==> config.mk <==
export PLATFORM = sky130hd
export DESIGN_NAME = ticket_vend_ctrl
export DESIGN_NICKNAME = d
export VERILOG_FILES = /design/src/rtl/ticket_vend_ctrl.sv
export SDC_FILE = /design/constraint.sdc
export NUM_CORES = 1
export LEC_CHECK = 0
export CORE_ASPECT_RATIO = 0.75
export CORE_MARGIN = 2
export CORE_UTILIZATION = 54
export DETAILED_ROUTE_END_ITERATION = 12
export PLACE_DENSITY = 0.88
export SLEW_MARGIN = 20
export SYNTH_ARGS = -nofsm -noshare
export SYNTH_HDL_FRONTEND = slang
export SYNTH_SLANG_ARGS = --single-unit
==> constraint.sdc <==
create_clock -name clkm -period 7.2 [get_ports clkm]
set_input_delay 1.44 -clock clkm [delete_from_list [all_inputs] [get_ports clkm]]
set_output_delay 1.44 -clock clkm [all_outputs]
set_load 0.01 [all_outputs]
==> src/rtl/ticket_vend_ctrl.sv <==
// Ticket vending controller: fare calculation, coin collection, change/refund and dispensing.
// Optional inactivity timeout in COLLECT enabled by defining TICKET_TIMEOUT_EN.
module ticket_vend_ctrl #(
  parameter int unsigned W         = 8,
  parameter int unsigned NSTA      = 16,
  parameter int unsigned LOC_IDX   = 2,
  parameter int unsigned BASE_FARE = 10,
  parameter int unsigned HOP_FARE  = 5,
  parameter int unsigned QTY_W     = 2,
  parameter int unsigned TO_CYC    = 100
) (
  input  logic                    clkm,
  input  logic                    rstm,
  input  logic                    sel_valid,
  input  logic [$clog2(NSTA)-1:0] sel_station,
  input  logic [QTY_W-1:0]        sel_qty,
  input  logic                    coin_valid,
  input  logic [W-1:0]            coin_val,
  input  logic                    cancel,
  input  logic                    sensor_t,
  input  logic                    chg_ready,
  output logic                    chg_valid,
  output logic [W-1:0]            chg_amt,
  output logic                    tkt_pulse,
  output logic [$clog2(NSTA)-1:0] tkt_dest,
  output logic [W-1:0]            disp_val,
  output logic                    coin_rej,
  output logic                    err,
  output logic [3:0]              state
);

  localparam int unsigned SW = $clog2(NSTA);

  typedef enum logic [3:0] {
    StIdle     = 4'd0,
    StCalc     = 4'd1,
    StCollect  = 4'd2,
    StChange   = 4'd3,
    StDispense = 4'd4,
    StTake     = 4'd5,
    StRefund   = 4'd6,
    StClear    = 4'd7
  } state_e;

  state_e           st_q, st_d;
  logic [SW-1:0]    dest_q, dest_d;
  logic [QTY_W-1:0] left_q, left_d;
  logic [W-1:0]     fare_q, fare_d;
  logic [W-1:0]     paid_q, paid_d;
  logic             err_q, err_d;
  logic             rej_q, rej_d;

  logic [W:0]  coin_sum;
  logic        coin_ok;
  logic [31:0] hops;
  logic [31:0] fare_full;
  logic        to_hit;

  assign coin_sum = {1'b0, paid_q} + {1'b0, coin_val};
  assign coin_ok  = coin_valid && !coin_sum[W];

  always_comb begin
    hops = (32'(dest_q) >= LOC_IDX) ? (32'(dest_q) - LOC_IDX) : (LOC_IDX - 32'(dest_q));
    fare_full = (BASE_FARE + hops * HOP_FARE) * 32'(left_q);
  end

`ifdef TICKET_TIMEOUT_EN
  logic [31:0] to_q, to_d;

  // Restarts on COLLECT entry (cleared elsewhere) and on every accepted coin.
  always_comb begin
    to_d   = '0;
    to_hit = 1'b0;
    if (st_q == StCollect && !coin_ok) begin
      to_d   = to_q + 32'd1;
      to_hit = (to_d == TO_CYC);
    end
  end

  always_ff @(posedge clkm or posedge rstm) begin
    if (rstm) begin
      to_q <= '0;
    end else begin
      to_q <= to_d;
    end
  end
`else
  assign to_hit = 1'b0;
`endif

  always_comb begin
    st_d   = st_q;
    dest_d = dest_q;
    left_d = left_q;
    fare_d = fare_q;
    paid_d = paid_q;
    err_d  = 1'b0;
    rej_d  = coin_valid && (st_q != StCollect);
    unique case (st_q)
      StIdle: begin
        if (sel_valid) begin
          if (32'(sel_station) >= NSTA || sel_qty == '0) begin
            err_d = 1'b1;
          end else begin
            dest_d = sel_station;
            left_d = sel_qty;
            st_d   = StCalc;
          end
        end
      end
      StCalc: begin
        if ((fare_full >> W) != 32'd0) begin
          err_d  = 1'b1;
          left_d = '0;
          st_d   = StIdle;
        end else begin
          fare_d = fare_full[W-1:0];
          paid_d = '0;
          st_d   = StCollect;
        end
      end
      StCollect: begin
        // Coin is folded in before cancel so a simultaneous coin is refunded too.
        if (coin_valid) begin
          if (coin_sum[W]) rej_d = 1'b1;
          else             paid_d = coin_sum[W-1:0];
        end
        if (cancel || to_hit) begin
          st_d = (paid_d != '0) ? StRefund : StClear;
        end else if (paid_d >= fare_q) begin
          st_d = (paid_d > fare_q) ? StChange : StDispense;
        end
      end
      StChange: begin
        if (chg_ready) st_d = StDispense;
      end
      StDispense: begin
        st_d = StTake;
      end
      StTake: begin
        if (sensor_t) begin
          left_d = left_q - QTY_W'(1);
          st_d   = (left_d != '0) ? StDispense : StClear;
        end
      end
      StRefund: begin
        if (chg_ready) st_d = StClear;
      end
      StClear: begin
        paid_d = '0;
        fare_d = '0;
        left_d = '0;
        st_d   = StIdle;
      end
      default: st_d = StIdle;
    endcase
  end

  always_ff @(posedge clkm or posedge rstm) begin
    if (rstm) begin
      st_q   <= StIdle;
      dest_q <= '0;
      left_q <= '0;
      fare_q <= '0;
      paid_q <= '0;
      err_q  <= 1'b0;
      rej_q  <= 1'b0;
    end else begin
      st_q   <= st_d;
      dest_q <= dest_d;
      left_q <= left_d;
      fare_q <= fare_d;
      paid_q <= paid_d;
      err_q  <= err_d;
      rej_q  <= rej_d;
    end
  end

  // Handshake outputs decode straight from state so reset drops them at once.
  always_comb begin
    chg_valid = (st_q == StChange) || (st_q == StRefund);
    chg_amt   = '0;
    disp_val  = '0;
    if (st_q == StChange)      chg_amt = paid_q - fare_q;
    else if (st_q == StRefund) chg_amt = paid_q;
    if (st_q == StCollect)     disp_val = fare_q - paid_q;
    else if (chg_valid)        disp_val = chg_amt;
    tkt_pulse = (st_q == StDispense);
    tkt_dest  = tkt_pulse ? dest_q : '0;
  end

  assign coin_rej = rej_q;
  assign err      = err_q;
  assign state    = st_q;

endmodule

==> results.cfg, run 1 <==
[outcome]
outcome = completed

[cells_and_area]
fin_cells = 874
layout-drive-gt1-share = 0.09030
multi_input_area_um2 = 4390
fin_util = 0.6364
seqCellArea_um2 = 676.9
area_growth_pct = 15.54
antenna_cells = 0
layout.nets = 849
fin_area_um2 = 6122
nFillCells = 855

[placement]
place_congestion = 1.011
place_area_um2 = 5949
post-dp-hpwl_mm = 13.38
port_buffers = 47
placed_cells = 869

[route]
routed-wl-met3_mm = 1.743
wl_met2_mm = 6.877
routed_wl_mm = 16.63
drc = 0
drt.antenna.violating_nets = 0
wl_met1_mm = 7.737
drt_pre_antenna_iters = 8
top_layer = met4
via_per_inst = 6.331
avgRoutedWirePerCell_um = 19.03
vias = 5533
initialDrtViolationCount = 553

[global_route]
grt_first_pass_wirelength_mm = 27.43
grt_use_total = 0.3124
grt_overflow_total = 0
grt_max_degree = 31
antenna_found_initial = 0
grt_pass1_vias = 5424

[floorplan]
start_util = 0.5509
rows = 31
dieArea_um2 = 10630
io_pins = 49
die_w_um = 118.4
die_h_um = 89.79
core_area_um2 = 9619

[setup_path]
crit_top_cell = ha_1
worstSetupPathType = reg -> reg
reg2reg_from = dest_q[2]
cp_data_arrival_time_ns = 6.87
r2r_cells = 27
worstSetupEndpointType = register
r2r-end = err
r2r_slack_ns = 0.45
worst_setup_path_start_kind = register
path_max_fanout = 9
cp_top_family = compound AO/OA/AOI/OAI gates
slowest_stage = or4b_4
max_stage_delay_ns = 0.51
crit_buf_inv = 2
worst_ep_required_time_ns = 7.32

[synth]
synth_edf_count = 0
synth_fp_nets = 812
netlist_area_um2 = 5299
async_flop_share = 1.000
yosysSeqAreaShare = 0.1275
ys_ff_latch = 27
netlist_instances = 706
ys_warn_count = 0
ys_types = 72
yosys_most_used_dff = dfrtp_1
syn-mean-instance-area_um2 = 7.505

[job]
max_cap_viol_count = 0

[timing]
skew_ns = 0.005861
finalSetupViolations = 0
worstMarginPinSlew_ns = 0.9365
slew_violations = 0
clock.fmax_mhz = 148.2
post-route-min-period_ns = 6.746
post-route-period-util = 0.9370
slew_headroom = 0.3744
holdWs_ns = 0.5776
hold_viol = 0

[clocking]
cts-root-buf = clkbuf_16
cts_tree = yes
clkSinkCount = 27
cts_buffers = 3
htreeDepth = 1
clk_latency_ns = 0.27
clkTransAtPathRegs_ns = 0.07
clk_path_buf_depth = 2

[min_path]
hp-class = reg -> reg
min_from = fare_q[2]
hold_depth = 2
min_to = fare_q[2]
==> per-layer routing <==
metal | up-vias | GRT usage
li1 | 2625 | -
met1 | 2609 | 0.4499
met2 | 262 | 0.4576
met3 | 37 | 0.09835
met4 | 0 | 0.06548
met5 | - | 0
==> tightest hold or removal path, stage by stage (launching register included) <==
cell and delay [ns]:
dfrtp_1 0.38, mux2i_1 0.08, nor2_1 0.08
==> sequential cells by signal (all words and copies together) (netlist names) <==
signal and cells:
coin_rej 1, dest_q 4, err 1, fare_q 8
left_q 2, paid_q 8, state 3
==> worst max-delay path by stage <==
stage / start / to / slack (ns) / cells past startpoint
detailed placement: dest_q[2] / paid_q[3] / 0.19 / 28
global route: dest_q[2] / fare_q[0] / -0.009 / 27
global placement: dest_q[2] / paid_q[2] / 0.46 / 27
CTS: dest_q[2] / paid_q[3] / 0.14 / 28
floorplan: dest_q[2] / paid_q[2] / 0.29 / 30
finish: dest_q[2] / err / 0.45 / 27
==> layout make-up <==
cell class,instances,area share
Clock buffer,3,0.01226
Clock inverter,1,0.0008175
Inverter,45,0.02759
Multi-Input combinational cell,598,0.7171
Sequential cell,27,0.1106
Tap cell,132,0.02698
Timing Repair Buffer,68,0.1046
==> layout by cell type (no fill, tap or decap), types with 4 or more instances in the layout <==
| master | n |
|---|---|
| ha_1 | 74 |
| nand2_1 | 63 |
| nor2_1 | 60 |
| clkdlybuf4s50_1 | 47 |
| a21oi_1 | 42 |
| inv_1 | 41 |
| o21ai_0 | 41 |
| dfrtp_1 | 26 |
| a21o_1 | 24 |
| and2_1 | 23 |
| buf_4 | 20 |
| xor2_1 | 19 |
| xnor2_1 | 17 |
| nor2b_1 | 15 |
| nor3_1 | 14 |
| nand4_1 | 13 |
| o21a_1 | 13 |
| mux2i_1 | 12 |
| o22ai_1 | 11 |
| nand3_1 | 9 |
| a22oi_1 | 9 |
| nand2b_1 | 8 |
| and3_1 | 8 |
| o21ai_1 | 6 |
| o211ai_1 | 6 |
| or3_1 | 6 |
| a21boi_0 | 6 |
| a31oi_1 | 6 |
| o21bai_1 | 6 |
| o31ai_1 | 5 |
| mux2_2 | 5 |
| a22o_1 | 5 |
| fa_1 | 5 |
| ha_2 | 4 |
==> Yosys cell counts (3+ instances only) <==
cell | number | area, µm²
nand3_1 | 9 | 45.04
o22ai_1 | 11 | 68.82
nor2_1 | 62 | 232.7
xor2_1 | 19 | 166.4
a31oi_1 | 7 | 43.79
o21ai_1 | 3 | 15.01
o32a_1 | 3 | 30.03
nand4_1 | 13 | 81.33
a22o_1 | 5 | 43.79
a22oi_1 | 9 | 67.56
fa_1 | 5 | 100.1
o31ai_1 | 5 | 37.54
nor3_1 | 14 | 70.07
a21oi_1 | 44 | 220.2
and2_1 | 23 | 143.9
nand2_1 | 63 | 236.5
dfrtp_1 | 27 | 675.7
o21bai_1 | 6 | 45.04
a211oi_1 | 3 | 22.52
o32ai_1 | 3 | 26.28
or2_2 | 3 | 18.77
clkbuf_1 | 26 | 97.59
buf_1 | 4 | 15.01
nor4_1 | 3 | 18.77
xnor2_1 | 17 | 148.9
mux2i_1 | 12 | 120.1
inv_1 | 44 | 165.2
o211ai_1 | 6 | 45.04
a21boi_0 | 6 | 45.04
nor2b_1 | 16 | 100.1
mux2_2 | 5 | 56.30
and3_1 | 8 | 50.05
ha_1 | 80 | 1001
a21o_1 | 24 | 180.2
o221a_2 | 3 | 33.78
or3_1 | 6 | 37.54
o21a_1 | 13 | 97.59
o21ai_0 | 44 | 220.2
nand2b_1 | 8 | 50.05
buf_2 | 4 | 20.02
==> timing repair <==
item                                    in CTS  in global routing
setup buffers                                0                  1
endpoints found under the setup margin       0                 20
hold buffers                                 0                  0
resized for setup                            0                 24
==> cells by family (layout without fill, tap and decap cells) <==
family,after synthesis,in the layout,synth area share
compound gates,220,220,0.2834
xor+xnor,36,36,0.05950
fa+ha+maj,85,85,0.2078
mux,18,18,0.03542
flops,27,27,0.1275
buf+inv,81,117,0.05974
other cells,1,1,0.0007077
simple gates,238,238,0.2260
==> metrics by stage <==
step	setup slack, ns	setup TNS [ns]
6_report	0.4536	0
5_1_grt	-0.009381	-0.009381
4_1_cts	0.1358	0
3_5_place_dp	0.1875	0
3_3_place_gp	0.4645	0
2_1_floorplan	0.2919	0
Power of run 1 is not shown: default switching activity piles up to over one toggle a cycle in this logic, so the estimate is an artifact.
==> run 2: changes to the inputs <==
--- a/config.mk
+++ b/config.mk
@@ -8,6 +8,7 @@
 export CORE_ASPECT_RATIO = 0.75
 export CORE_MARGIN = 2
 export CORE_UTILIZATION = 54
+export CTS_CLUSTER_SIZE = 12
 export DETAILED_ROUTE_END_ITERATION = 12
 export PLACE_DENSITY = 0.88
 export SLEW_MARGIN = 20
==> results of run 2 <==
Final layout, timing and power as in run 1 (identical DEF).
Power of run 2 is left out for the same reason.
==> run 3: changes to the inputs <==
--- a/config.mk
+++ b/config.mk
@@ -10,7 +10,7 @@
 export CORE_UTILIZATION = 54
 export CTS_CLUSTER_SIZE = 12
 export DETAILED_ROUTE_END_ITERATION = 12
-export PLACE_DENSITY = 0.88
+export PLACE_DENSITY_LB_ADDON = 0.12
 export SLEW_MARGIN = 20
 export SYNTH_ARGS = -nofsm -noshare
 export SYNTH_HDL_FRONTEND = slang
==> run 3 against run 2 <==
Against the previous run:
- critical path depth unchanged
- via count down 1.4%
- design area rose by 0.39%
- flip-flop and latch count did not move
- critical path type unchanged
- final cell count grew 0.23%
- die area unchanged
- worst hold slack lost 0.0067 ns
- first-iteration DRC count fell by 11%
==> results.cfg, run 3 (synthesized netlist as in run 1, its figures left out) <==
[outcome]
outcome = completed

[cells_and_area]
multi_input_area_um2 = 4398
layout-drive-gt1-share = 0.1008
seqCellArea_um2 = 678.2
fin_area_um2 = 6146
area_growth_pct = 15.99
final_common_cell = ha_1
nFillCells = 923
layout.nets = 851
fin_cells = 876
final_cell_mix = ha_1, nand2_1, nor2_1, clkdlybuf4s50_1, inv_1
antenna_cells = 0
reg_top3 = fare_q x8, paid_q x8, dest_q x4

[floorplan]
core_area_um2 = 9619
start_util = 0.5509
die_w_um = 118.4
io_pins = 49
die_h_um = 89.79
dieArea_um2 = 10630
rows = 31

[clocking]
clk_latency_ns = 0.27
cts-root-buf = clkbuf_16
htreeDepth = 1
cts_buffers = 3
cts_tree = yes
clkSinkCount = 27
clkTransAtPathRegs_ns = 0.07
clk_path_buf_depth = 2

[timing]
finalSetupViolations = 0
hold_viol = 0
post-route-period-util = 0.9470
slew_headroom = 0.3764
fin_tns_setup_ns = 0
slew_violations = 0
worstMarginPinSlew_ns = 0.9334
post-route-min-period_ns = 6.818
skew_ns = 0.005147
clock.fmax_mhz = 146.7

[route]
initialDrtViolationCount = 493
avgRoutedWirePerCell_um = 18.68
drc = 0
drt_pre_antenna_iters = 5
routed_wl_mm = 16.37
drt.antenna.violating_nets = 0
via_per_inst = 6.225
vias = 5453

[placement]
placed_cells = 869
post-dp-hpwl_mm = 13.12
place_area_um2 = 5949
port_buffers = 47
place_congestion = 1.075

[min_path]
hold_depth = 2
hp-class = reg -> reg
min_from = fare_q[5]
min_to = fare_q[5]

[setup_path]
r2r-end = paid_q[3]
worstSetupPathType = reg -> reg
cp_data_arrival_time_ns = 6.98
worstSetupEndpointType = register
slowest_stage = or4b_4
r2r_slack_ns = 0.38
worst_setup_path_start_kind = register
max_stage_delay_ns = 0.51
cp-startpoint = dest_q[2]
worst_ep_required_time_ns = 7.36
crit_buf_inv = 3
r2r_cells = 27
crit_top_cell = ha_1
reg2reg_from = dest_q[2]
path_max_fanout = 9
cp_top_family = compound AO/OA/AOI/OAI gates

[global_route]
grt_max_degree = 31
grt_use_total = 0.3029
grt_pass1_vias = 5100
grt_overflow_total = 0
grt_first_pass_wirelength_mm = 26.37
antenna_found_initial = 0

[job]
max_cap_viol_count = 0
-- run 3: changes by cell type in the layout (fill, tap and decap cells not counted), moves of 2 or more --
| cell | previous run | this run |
|---|---|---|
| a21oi_2 | 2 | 7 |
| a21oi_1 | 42 | 38 |
| buf_4 | 20 | 22 |
| nor2_1 | 60 | 58 |
| nor2_2 | 2 | 4 |
-- run 3: timing repair --
| action | 4_1_cts | 5_1_grt |
|---|---|---|
| resized for setup | 0 | 31 |
| buffers inserted | 0 | 3 |
| hold endpoints to repair | 0 | 0 |
| setup endpoints to repair | 0 | 20 |
| hold buffers | 0 | 0 |
-- run 3: cell type report --
class                           instances  share of cell area
Clock buffer                            3             0.01221
Clock inverter                          1           0.0008143
Tap cell                              132             0.02687
Timing Repair Buffer                   70              0.1067
Inverter                               45             0.02748
Sequential cell                        27              0.1103
Multi-Input combinational cell        598              0.7156
-- run 3: metal layers --
layer,GRT usage,share of wire,vias up
li1,-,-,2634
met1,0.4806,0.51,2578
met2,0.4099,0.39,237
met3,0.09010,0.097,4
met4,0.02778,0.0015,0
met5,0,0,-
-- run 3: metrics by stage --
stage / worst slack (ns) / hold WS, ns / utilization
finish: 0.3819 / 0.5709 / 0.6389
global route: -0.02622 / 0.6181 / 0.6389
CTS: 0.04527 / 0.5704 / 0.6268
detailed placement: 0.08553 / 0.5588 / 0.6185
global placement: 0.1342 / 0.5505 / 0.6185
floorplan: 0.2919 / 0.5151 / -
-- run 3: worst reg2reg max path: cells and delay by family, from the launching register on --
family / cells / cell delay [ns]
fa+ha+maj: 7 / 1.93
buf+inv: 3 / 0.37
simple gates: 6 / 1.48
flops: 1 / 0.46
compound gates: 11 / 2.46
-- run 3: worst max-delay path by stage --
| stage | end | depth (start not counted) |
|---|---|---|
| floorplan | paid_q[2] | 30 |
| global placement | err | 28 |
| detailed placement | err | 27 |
| CTS | err | 27 |
| global route | paid_q[2] | 27 |
| finish | paid_q[3] | 27 |
Power of run 3 is left out for the same reason.
